[config.mk]
export PLATFORM = sky130hd
export DESIGN_NAME = ks_excitation_gen
export DESIGN_NICKNAME = d
export VERILOG_FILES = /design/src/rtl/ks_pkg.sv /design/src/rtl/ks_lfsr16.sv /design/src/rtl/ks_excitation_gen.sv
export SDC_FILE = /design/constraint.sdc
export NUM_CORES = 1
export LEC_CHECK = 0
export BUFFER_PORTS_ARGS = -buffer_cell sky130_fd_sc_hd__buf_2
export CAP_MARGIN = 40
export CORE_ASPECT_RATIO = 1.5
export CORE_MARGIN = 2
export CORE_UTILIZATION = 29
export DETAILED_ROUTE_END_ITERATION = 8
export SETUP_SLACK_MARGIN = 0.02
export SYNTH_ARGS = -nofsm -noshare
export SYNTH_HDL_FRONTEND = slang
export SYNTH_SLANG_ARGS = --single-unit
[constraint.sdc]
create_clock -name CLK -period 2.3 [get_ports CLK]
set_input_delay 0.46 -clock CLK [delete_from_list [all_inputs] [get_ports CLK]]
set_output_delay 0.46 -clock CLK [all_outputs]
set_load 0.1 [all_outputs]
[src/rtl/ks_pkg.sv]
// Shared constants, state encoding and the LFSR step function used by
// ks_lfsr16 and by the top block's sample mapping.
package ks_pkg;

  localparam int          B        = 8;
  localparam logic [15:0] SEED_DEF = 16'hACE1;
  localparam logic [15:0] TAPS_DEF = 16'hB400;

  typedef enum logic {
    IDLE  = 1'b0,
    BURST = 1'b1
  } state_t;

  // Galois step: shift right, fold the ejected bit back through the taps
  function automatic logic [15:0] lfsr_step(input logic [15:0] cur,
                                            input logic [15:0] taps);
    logic [15:0] nxt;
    nxt = cur >> 1;
    if (cur[0]) nxt = nxt ^ taps;
    return nxt;
  endfunction

endpackage

[src/rtl/ks_lfsr16.sv]
// 16-bit Galois LFSR noise source; advances one step when 'step' is high.
module ks_lfsr16
  import ks_pkg::*;
#(
  parameter logic [15:0] SEED = SEED_DEF,
  parameter logic [15:0] TAPS = TAPS_DEF
) (
  input  logic        CLK,
  input  logic        RST,
  input  logic        step,
  output logic [15:0] q
);

  logic [15:0] r_q;

  always_ff @(posedge CLK) begin
    if (RST)       r_q <= SEED;
    else if (step) r_q <= lfsr_step(r_q, TAPS);
  end

  assign q = r_q;

endmodule

[src/rtl/ks_excitation_gen.sv]
// Karplus-Strong pluck source: on TRIG emits LEN attenuated noise samples
// on I at the SAMPLE_EN rate, then returns I to zero and pulses DONE.
module ks_excitation_gen
  import ks_pkg::*;
#(
  parameter int          B     = ks_pkg::B,
  parameter int          LEN_W = 8,
  parameter logic [15:0] SEED  = SEED_DEF,
  parameter logic [15:0] TAPS  = TAPS_DEF
) (
  input  logic                CLK,
  input  logic                RST,
  input  logic                TRIG,
  input  logic [LEN_W-1:0]    LEN,
  input  logic [2:0]          AMP_SHIFT,
  input  logic                SAMPLE_EN,
  output logic signed [B-1:0] I,
  output logic                BUSY,
  output logic                DONE
);

  typedef logic signed [B-1:0] samp_t;
  localparam samp_t S_MIN = samp_t'({1'b1, {(B-1){1'b0}}});
  localparam samp_t S_SYM = samp_t'({1'b1, {(B-2){1'b0}}, 1'b1});

  state_t           r_state, w_state_nxt;
  logic [LEN_W-1:0] r_cnt,   w_cnt_nxt;
  logic [LEN_W-1:0] r_len,   w_len_nxt;
  logic [2:0]       r_amp,   w_amp_nxt;
  samp_t            r_i,     w_i_nxt;
  logic             r_done,  w_done_nxt;
  logic             w_step;

  logic [15:0] w_lfsr_q;
  logic [15:0] w_lfsr_nxt;
  samp_t       w_raw;
  samp_t       w_sym;
  samp_t       w_scaled;

  ks_lfsr16 #(
    .SEED (SEED),
    .TAPS (TAPS)
  ) u_lfsr (
    .CLK  (CLK),
    .RST  (RST),
    .step (w_step),
    .q    (w_lfsr_q)
  );

  // The emitted sample comes from the value the LFSR is about to take
  assign w_lfsr_nxt = lfsr_step(w_lfsr_q, TAPS);
  assign w_raw      = samp_t'(w_lfsr_nxt);
  assign w_sym      = (w_raw == S_MIN) ? S_SYM : w_raw;
  assign w_scaled   = w_sym >>> r_amp;

  always_ff @(posedge CLK) begin
    if (RST) begin
      r_state <= IDLE;
      r_cnt   <= '0;
      r_len   <= '0;
      r_amp   <= '0;
      r_i     <= '0;
      r_done  <= 1'b0;
    end else begin
      r_state <= w_state_nxt;
      r_cnt   <= w_cnt_nxt;
      r_len   <= w_len_nxt;
      r_amp   <= w_amp_nxt;
      r_i     <= w_i_nxt;
      r_done  <= w_done_nxt;
    end
  end

  always_comb begin
    w_state_nxt = r_state;
    w_cnt_nxt   = r_cnt;
    w_len_nxt   = r_len;
    w_amp_nxt   = r_amp;
    w_i_nxt     = r_i;
    w_done_nxt  = 1'b0;
    w_step      = 1'b0;
    unique case (r_state)
      IDLE: begin
        w_i_nxt = '0;
        if (TRIG) begin
          w_len_nxt = LEN;
          w_amp_nxt = AMP_SHIFT;
          w_cnt_nxt = '0;
          if (LEN != '0) w_state_nxt = BURST;
          else           w_done_nxt  = 1'b1;
        end
      end
      BURST: begin
        if (TRIG) begin
          // Retrigger restarts the count but keeps the noise sequence running
          w_len_nxt = LEN;
          w_amp_nxt = AMP_SHIFT;
          w_cnt_nxt = '0;
          if (LEN == '0) begin
            w_state_nxt = IDLE;
            w_i_nxt     = '0;
            w_done_nxt  = 1'b1;
          end
        end else if (SAMPLE_EN) begin
          if (r_cnt < r_len) begin
            w_step    = 1'b1;
            w_i_nxt   = w_scaled;
            w_cnt_nxt = r_cnt + 1'b1;
          end else begin
            w_state_nxt = IDLE;
            w_i_nxt     = '0;
            w_done_nxt  = 1'b1;
          end
        end
      end
      default: w_state_nxt = IDLE;
    endcase
  end

  assign I    = r_i;
  assign BUSY = (r_state == BURST);
  assign DONE = r_done;

endmodule

### Word-level counts from Yosys, hierarchy flattened

Index checks and enable logic that the tools add are counted.

* flip-flop bits (word level): 45
* output and inout port bits: 10
* word-level logic and storage cells: 52

* $add $sub $neg: 1
* order comparisons: 1
* equality and inequality tests: 5
* shift-type cells: 1
* mux-type cells: 31
* bitwise gates (word level): 2
* reduce and logical (&&, ||, !) cells: 4

Operators by type and width (number)
* $mux 8: 10
* $pmux 8 s2: 2
* $mux 16: 1
* $mux 1: 15
* $add 8x1->8 const B: 1
* $eq 8x8->1 const B: 1
* $logic_not 8->1: 1
* $lt 8x8->1: 1
* $reduce_bool 8->1: 1
* $sshr 8x3->8: 1
* $ne 3x2->1 const B: 2
* $not 3->4: 1
* $pmux 1 s2: 2
* $mux 3: 1
* $ne 3x3->1 const B: 1
* $reduce_and 3->1: 1
* $ne 2x2->1 const B: 1
* $reduce_and 2->1: 1
* $not 1->1: 1

### Logic depth before layout (Yosys ltp)

Gate-level depths: netlist (run 1).

* depth after elaboration: 9
* mapped depth: 9
* gate-level depth less buffers: 7

### By module

From an unflattened synthesis (run 1), not the netlist that was laid out.

* cell total of the unflattened synthesis: 230
* area, all modules: 2248.4 µm²

By module, submodules not included
* ks_excitation_gen: instances 1, cells each 174, area each 1617.8 µm², sequential area each 580.6 µm²
* ks_lfsr16: instances 1, cells each 56, area each 630.6 µm², sequential area each 320.3 µm²

### Least setup slack after synthesis (run 1)

OpenSTA, ideal clock, no wires.

* path kind: flip-flop to flip-flop
* start: register r_state (netlist: BUSY)
* end: register u_lfsr.r_q[15] (netlist: u_lfsr.q[15])
* arrival: 2.044 ns
* data required time: 2.181 ns
* setup slack: 0.137 ns
* cell stages (with the launch flop): 8
* buffers on the path: 2
* cell sequence: dfxtp_1 > and3b_1 > o211a_1 > o31a_1 > buf_4 > buf_6 > mux2i_1 > nand2_1

* word-level cells in the longest chain between the ends: 1

RTL lines
* start, declared: RTL line ks_excitation_gen.sv:26 `state_t r_state, w_state_nxt;`
* start signal, assigned: RTL line ks_excitation_gen.sv:65 `r_state <= w_state_nxt;`
* $mux 1: RTL line ks_excitation_gen.sv:82 `unique case (r_state)`
* end signal, assigned: RTL line ks_lfsr16.sv:18 `else if (step) r_q <= lfsr_step(r_q, TAPS);`
* end, declared: RTL line ks_lfsr16.sv:14 `logic [15:0] r_q;`

Every way passes these cells.
A chain may end at the register's enable or synchronous reset.

### Worst setup path in the final report (run 1)

* start: register r_len[7]
* end: register r_cnt[7]

* word-level cells in the longest chain between the ends: 3

RTL lines
* start, declared: RTL line ks_excitation_gen.sv:28 `logic [LEN_W-1:0] r_len, w_len_nxt;`
* start signal, assigned: RTL line ks_excitation_gen.sv:67 `r_len <= w_len_nxt;`
* $lt 8x8->1: RTL line ks_excitation_gen.sv:105 `if (r_cnt < r_len) begin`
* $ne 3x2->1 (no line)
* $reduce_and 3->1 (no line)
* end signal, assigned: RTL line ks_excitation_gen.sv:66 `r_cnt <= w_cnt_nxt;`
* end, declared: RTL line ks_excitation_gen.sv:27 `logic [LEN_W-1:0] r_cnt, w_cnt_nxt;`

Every way passes these cells.

==> results of run 1 <==
[state kept, by name, summed over array words and instances, names as in the netlist]
name      cells
DONE          1
u_lfsr.q     16
r_amp         3
r_len         8
I             8
BUSY          1
r_cnt         8
[placed cells by master (no fill, tap or decap), types with 3 or more instances in the layout]
master    netlist  layout
or3_1           4       4
o21ai_0         4       4
ha_1            8       8
o31ai_1         4       4
a22oi_1         5       5
mux2i_1        28      28
dfxtp_1        45      45
inv_1          11      11
o21ai_1         5       5
xor2_1          3       3
nor2_1         29      29
clkbuf_8        0       5
nand2_1        21      21
buf_2           1      24
a21oi_1        12      12
[layer usage]
| metal | GRT usage, % | part of all wire [%] | up-vias |
|---|---|---|---|
| met5 | 0 | 0 | - |
| met4 | 4.91 | 1.7 | 0 |
| met3 | 2.27 | 3.4 | 7 |
| met2 | 19.7 | 52 | 19 |
| met1 | 13.9 | 43 | 805 |
| li1 | - | - | 878 |
[kinds of logic after synthesis]
family,Yosys count,share of synthesized area (%)
adder cells (fa/ha/maj),8,4.54
AO/OA/AOI/OAI,46,15.0
XOR/XNOR,4,1.59
AND/OR/NAND/NOR,75,16.1
multiplexers,33,16.3
buffers and inverters,27,5.51
flip-flops,45,40.9
[layout make-up]
| cell class | instances | area share [%] |
|---|---|---|
| clock buffer | 5 | 2.73 |
| clock inverter | 3 | 1.84 |
| inverter | 12 | 1.79 |
| multi-input combinational | 166 | 46.8 |
| sequential | 45 | 35.7 |
| tap | 100 | 4.96 |
| timing repair buffer | 27 | 6.15 |
[where the power goes]
part	internal, µW	switching [µW]	total (µW)
Clock	326	294	620
Sequential	801	24.2	825
Combinational	72.9	107	180
Total	1200	426	1630
[worst max path at each step]
stage               startpoint            to  slack (ps)  cells after the start
finish                r_len[7]      r_cnt[7]         170                      7
detailed placement    r_len[7]      r_cnt[7]         200                      7
floorplan                 BUSY  u_lfsr.q[15]         140                      7
CTS                   r_len[7]      r_cnt[7]         170                      7
global placement      r_len[7]      r_cnt[7]         270                      7
global route          r_len[7]      r_cnt[1]          40                      6
[metrics by stage]
stage | util (%) | instance area, µm²
global placement | 32.9 | 2410
global route | 34.4 | 2520
CTS | 34.4 | 2520
finish | 34.4 | 2520
detailed placement | 32.9 | 2410
floorplan | - | 2200
[worst reg2reg max path, delay by kind of cell, from the launching register on]
kind,cells,cell delay [ps]
fa+ha+maj,1,300
simple gates,1,550
compound gates,4,840
buf+inv,1,40
flops,1,340
==> qor.txt, run 1 <==
Status: complete, no violations
Area occupied by multi-input gates: 0.00118 mm²
Most frequent cell after synthesis: dfxtp_1
Final setup margin: 168 ps
Layout cells sized above 1: 16.7%
Crit path launch type: register
Synth Register Bits: 45
Detailed placement HPWL: 3340 µm
FP Rows: 38
Final ANT Viol Nets: 0
Top Ports: 25
Fin Setup TNS: 0 ps
Die X: 75.2 µm
Final Net Count: 280
TritonCTS clock tree: done
Clock slew at reported path FFs: 100 ps
Reg2Reg Depth: 7
Antenna violations before repair: 0
Worst vdd ir: 0.253 mV
Ys flop type: dfxtp_1
Via count: 1709
Drt wl/cell: 12.6 µm
Clk Latency, worst-skew pair: 310 ps
Hold Path Depth: 3
Detailed Route WL: 4520 µm
Global placement routability congestion: 0.786
Hold Crit Class: in2reg
Pre-CTS WS: 203 ps
N_diodes: 0
Initial Util: 30.1%
WS Path Type: reg2reg
Synth Net Count: 261
Hold buffers post-CTS: 0
Core Footprint: 0.00732 mm²
EDFF count, synth: 0
Post-Syn Area per Cell: 9.26 µm²
RSZ-0062 raised after global routing: false
Synth top area cells: dfxtp_1 41%, mux2i_1 13%, nor2_1 4.9%
Final period utilization: 92.7%
Final hold violation count: 0
CP Data Required Time: 2540 ps
Grt total ovfl: 0
Slew @ Worst Pin: 890 ps
Synth warn: 0
Mapped Area: 0.00220 mm²
Max-cap violations: 0
Min-delay src: AMP_SHIFT[0]
PostCTS Resize Cnt: 0
Clock Sinks: 45
Reg-to-reg slack, setup: 170 ps
Slowest stage delay, CP: 550 ps
Worst Hold End: r_amp[0]
Root Driver: clkbuf_8
Sequential cell area: 901 µm²
Worst hold slack: 395 ps
Seq/Total Area, Yosys: 40.9%
Dpl cells: 350
Post-route DRC violation count: 0
Number of global-route vias before repair: 1675
Die H: 111 µm
Final setup viols: 0
Drt pass-1 iters: 4
Most frequent cells after synthesis: 45 x dfxtp_1, 29 x nor2_1, 28 x mux2i_1
Area leader, netlist: dfxtp_1
Synth unique cells: 50
Slew Limit Fails: 0
FF-to-FF Start: r_len[7]
Vias per Instance: 4.77
Minimum clock period: 2130 ps
Fill cells: 797
Total power: 1630 µW
Worst EP arrival: 2370 ps
Largest net degree at the start of global routing: 30
GRT Overall Usage: 11.6%
Clock Skew: 19.0 ps
Buf+Inv Stages, Crit Path: 1
Crit path capture type: register
First-pass GRT wire length: 7590 µm
CP max-delay cell: or4_1
Crit path max fanout: 14
CTS Buf Count: 5
Worst rel slew slack: 40.3%
I/O Buffers: 24
Sequence of cells on the critical path: inv_1, ha_1, a21oi_1, o2111a_1, o31ai_2, or4_1, a21oi_1
Max Clk Rate: 469 MHz
Die Area: 0.00833 mm²
CP dominant cell by count: a21oi_1
Top delay family on crit path: compound AO/OA/AOI/OAI gates
Clock Tree Buf Depth: 2
Top cell type's share of synthesized area: 40.9%
Reg-to-reg endpoint: r_cnt[7]
Htree depth: 2
PD cells: 644 mW/mm²
DRT iter0 DRCs: 62
Syn-to-layout area delta: 14.5%
Ys async rst share: 0%
Non-Filler Instances: 358
Post-CTS Setup Inserts: 0
Synth Instances: 238
Static Leak: 0.000974 µW
Power figures use the tool's default switching activity.
==> run 2, diff against run 1 <==
--- a/config.mk
+++ b/config.mk
@@ -9,7 +9,7 @@
 export CAP_MARGIN = 40
 export CORE_ASPECT_RATIO = 1.5
 export CORE_MARGIN = 2
-export CORE_UTILIZATION = 29
+export CORE_UTILIZATION = 40
 export DETAILED_ROUTE_END_ITERATION = 8
 export SETUP_SLACK_MARGIN = 0.02
 export SYNTH_ARGS = -nofsm -noshare
==> qor.txt, run 2 (synthesis gave the netlist of run 1 again) <==
Clock Sinks: 45
Via count: 1727
Hold Crit Class: in2reg
Cell area after placement: 0.00238 mm²
Final Cell Area: 0.00248 mm²
FP Rows: 33
Antenna violations before repair: 0
RSZ-0062 raised after global routing: false
Slew Limit Fails: 0
CTS Buf Count: 5
Fin Setup TNS: 0 ps
Final hold violation count: 0
Final period utilization: 90.7%
FF-to-FF Start: r_len[7]
Detailed placement HPWL: 3340 µm
Worst EP arrival: 2320 ps
Drt wl/cell: 13.9 µm
PD cells: 610 mW/mm²
Die H: 94.9 µm
Clk Latency, worst-skew pair: 290 ps
Clock Skew: 9.48 ps
Minimum clock period: 2090 ps
Worst Hold End: r_amp[1]
Most common cell after layout, fill and taps aside: dfxtp_1
Final setup viols: 0
Largest net degree at the start of global routing: 30
GRT Overall Usage: 16.3%
TritonCTS clock tree: done
Max Clk Rate: 479 MHz
Top Ports: 25
Final ANT Viol Nets: 0
Drt pass-1 iters: 4
Layout cells sized above 1: 16.7%
N_diodes: 0
Syn-to-layout area delta: 12.4%
Slew @ Worst Pin: 565 ps
Final Net Count: 281
M1 GR Usage: 18.6%
Max-cap violations: 0
Detailed Route WL: 4570 µm
Initial Util: 40.7%
Status: complete, no violations
Htree depth: 2
Reg2Reg Depth: 7
GR peak layer: met2
Reg-to-reg endpoint: r_cnt[7]
Die X: 64.6 µm
Highest-count cells in the layout ignoring fill and taps: 45 x dfxtp_1, 29 x nor2_1, 28 x mux2i_1
Number of global-route vias before repair: 1593
First-pass GRT wire length: 7620 µm
DRT iter0 DRCs: 77
Clock slew at reported path FFs: 80 ps
Static Leak: 0.000972 µW
Root Driver: clkbuf_8
Clock Tree Buf Depth: 2
Worst vdd ir: 0.324 mV
Vias per Instance: 5.27
Max FFs per register: 16
Met3 Use GR: 3.34%
WS Path Type: reg2reg
Global placement routability congestion: 0.764
Crit path launch type: register
Crit path capture type: register
Die Area: 0.00613 mm²
Grt total ovfl: 0
Pre-CTS WS: 145 ps
Crit path max fanout: 14
Post-route DRC violation count: 0
CP Data Required Time: 2530 ps
I/O Buffers: 24
Min-delay src: AMP_SHIFT[1]
Hold Path Depth: 3
Worst rel slew slack: 62.3%
Core Footprint: 0.00541 mm²
Final setup margin: 213 ps
Reg-to-reg slack, setup: 210 ps
Worst hold slack: 409 ps
Hold buffers post-CTS: 0
GRT met2 Usage: 28.9%
-- run 2: cell types whose count changed in the layout (fill, tap and decap cells not counted) --
cell	previous run	this run
a21oi_1	12	11
clkbuf_1	0	1
clkinvlp_4	1	0
clkbuf_8	5	6
o31ai_2	1	0
clkinv_4	1	0
bufinv_16	1	0
buf_4	2	3
o31ai_4	0	1
a21oi_2	0	1
-- run 2: timing repair --
| action | 4_1_cts | 5_1_grt |
|---|---|---|
| setup buffers | 0 | 0 |
| resized for setup | 0 | 2 |
| setup endpoints to repair | 0 | 1 |
-- run 2: worst max-delay path by stage --
| stage | endpoint | cells past startpoint | slack (ps) | start |
|---|---|---|---|---|
| detailed placement | r_cnt[7] | 7 | 150 | r_len[5] |
| global route | r_cnt[7] | 7 | 110 | r_len[7] |
| finish | r_cnt[7] | 7 | 210 | r_len[7] |
| floorplan | u_lfsr.q[15] | 7 | 140 | BUSY |
| CTS | r_cnt[7] | 7 | 120 | r_len[5] |
| global placement | r_cnt[7] | 7 | 200 | r_len[5] |
-- run 2: stage by stage --
| step | total power (µW) | cells | util [%] |
|---|---|---|---|
| 3_5_place_dp | 1030 | 321 | 44.0 |
| 5_1_grt | 1580 | 328 | 45.8 |
| 6_report | 1510 | 328 | 45.8 |
| 2_1_floorplan | 982 | 238 | - |
| 3_3_place_gp | 1030 | 321 | 44.0 |
| 4_1_cts | 1530 | 328 | 45.5 |
-- run 2: metal layers --
layer  vias to the layer above  wire (µm)
li1                        877          -
met1                       826       1940
met2                        17       2410
met3                         7        101
met4                         0        119
met5                         -          0
-- run 2: critical path, stage by stage (launching register included) --
cell      delay, ps
dfxtp_1         330
inv_1            40
ha_1            300
a21oi_1         250
o2111a_1        270
o31ai_4         160
or4_1           530
a21oi_1         150
-- run 2: cell type report --
cell class | count | area (µm²)
clock buffers | 7 | 86.3
well taps | 70 | 87.6
fillers | 535 | 2930
flip-flops and latches | 45 | 901
multi-input cells | 166 | 1190
inverters | 12 | 45.0
repair buffers | 28 | 163
-- run 2: power by group --
part / switching, µW / internal (µW)
Combinational: 111 / 74.5
Clock: 260 / 239
Sequential: 25.2 / 801
==> run 3, diff against run 2 <==
--- a/config.mk
+++ b/config.mk
@@ -8,7 +8,7 @@
 export BUFFER_PORTS_ARGS = -buffer_cell sky130_fd_sc_hd__buf_2
 export CAP_MARGIN = 40
 export CORE_ASPECT_RATIO = 1.5
-export CORE_MARGIN = 2
+export CORE_MARGIN = 10
 export CORE_UTILIZATION = 40
 export DETAILED_ROUTE_END_ITERATION = 8
 export SETUP_SLACK_MARGIN = 0.02
==> constraint.sdc (replaced) <==
create_clock -name CLK -period 2.3 [get_ports CLK]
set_input_delay 0.345 -clock CLK [delete_from_list [all_inputs] [get_ports CLK]]
set_output_delay 0.345 -clock CLK [all_outputs]
set_load 0.1 [all_outputs]
==> qor.txt, run 3 (synthesis gave the netlist of run 1 again) <==
Highest-count cells in the layout ignoring fill and taps: 45 x dfxtp_1, 29 x nor2_1, 28 x mux2i_1
Slew @ Worst Pin: 631 ps
Most common cell after layout, fill and taps aside: dfxtp_1
Antenna violations before repair: 0
Dpl cells: 321
Final period utilization: 92.1%
Static Leak: 0.000978 µW
Sequential power share: 51.3%
Via count: 1719
Max FFs per register: 16
Initial Util: 40.7%
Logic pwr share: 11.2%
Layout cells sized above 1: 17.0%
N_diodes: 0
Worst vdd ir: 0.466 mV
Global placement routability congestion: 0.741
Hold Crit Class: in2reg
CTS Buf Count: 5
Root Driver: clkbuf_8
Core Footprint: 0.00541 mm²
Switch share: 25.4%
I/O Buffers: 24
Htree depth: 2
Clk Latency, worst-skew pair: 300 ps
Detailed placement HPWL: 3460 µm
Post-route DRC violation count: 0
TritonCTS clock tree: done
Drt wl/cell: 14.1 µm
Top Ports: 25
RSZ-0062 raised after global routing: false
GRT Overall Usage: 10.9%
Clock Tree Buf Depth: 2
Detailed Route WL: 4640 µm
Die H: 111 µm
Final hold violation count: 0
Max Clk Rate: 472 MHz
Largest net degree at the start of global routing: 30
Die X: 80.6 µm
Post-CTS Setup Inserts: 0
Psw: 408 µW
PD cells: 646 mW/mm²
Clock Sinks: 45
CP Data Required Time: 2540 ps
Number of global-route vias before repair: 1676
PostCTS Resize Cnt: 0
Fin Setup TNS: 0 ps
Non-Filler Instances: 329
Final core occ: 46.1%
Die Area: 0.00894 mm²
Crit path capture type: register
Grt total ovfl: 0
Crit path launch type: register
Hold buffers post-CTS: 0
Final Net Count: 281
Clock share of power: 37.5%
Vias per Instance: 5.22
First-pass GRT wire length: 7930 µm
Slew Limit Fails: 0
Minimum clock period: 2120 ps
Status: complete, no violations
Fill cells: 535
FP Rows: 33
Drt pass-1 iters: 4
Total power: 1610 µW
Internal: 1200 µW
Clock Skew: 10.4 ps
Final setup viols: 0
WS Path Type: reg2reg
Max-cap violations: 0
Crit path max fanout: 14
DRT iter0 DRCs: 94
Clock slew at reported path FFs: 90 ps
Worst EP arrival: 2360 ps
Worst rel slew slack: 57.5%
Final ANT Viol Nets: 0
Syn-to-layout area delta: 13.1%
## run 3: critical path, cell delays in order, from the launching register on
cell      delay [ps]
dfxtp_1          340
inv_1             40
ha_1             300
a21oi_1          240
o2111a_1         240
o31ai_2           60
buf_4            180
or4_1            500
a21oi_1          150
## run 3: cell type report
type | instances | area (µm²) | share of cell area, %
Multi-Input combinational cell | 166 | 1180 | 47.4
Sequential cell | 45 | 901 | 36.1
Timing Repair Buffer | 28 | 163 | 6.53
Tap cell | 70 | 87.6 | 3.51
Clock buffer | 5 | 68.8 | 2.76
Clock inverter | 3 | 46.3 | 1.86
Inverter | 12 | 45.0 | 1.81
## run 3: worst paths after layout
| kind | from | to | slack (ps) | cells past startpoint |
|---|---|---|---|---|
| setup / recovery | r_len[7] | r_cnt[7] | 180 | 8 |
| hold / removal | AMP_SHIFT[0] | r_amp[0] | 290 | 3 |
| setup reg to reg | r_len[7] | r_cnt[7] | 180 | 8 |
| hold reg to reg | I[7] | I[7] | 460 | 2 |
## run 3: per-layer routing
layer | wire (µm) | track usage (%) | vias up
met5 | 0 | 0 | -
met4 | 102 | 4.25 | 0
met3 | 164 | 2.92 | 7
met2 | 2450 | 18.6 | 21
met1 | 1920 | 12.1 | 812
li1 | - | - | 879
## run 3: power groups by stage
| stage | clock network, µW | registers (µW) | logic, µW |
|---|---|---|---|
| final | 603 | 825 | 181 |
| after detailed placement | 0 | 844 | 184 |
| after global placement | 0 | 843 | 183 |
| after floorplan | 0 | 857 | 125 |
| after global routing | 659 | 830 | 201 |
| after CTS | 627 | 826 | 185 |
## run 3: metrics by stage
| step | hold slack (ps) | worst slack, ps | instance area [µm²] |
|---|---|---|---|
| after floorplan | 441 | 137 | 2200 |
| after global placement | 442 | 268 | 2380 |
| after detailed placement | 448 | 190 | 2380 |
| after CTS | 284 | 185 | 2490 |
| after global routing | 284 | 43.7 | 2490 |
| final | 288 | 182 | 2490 |
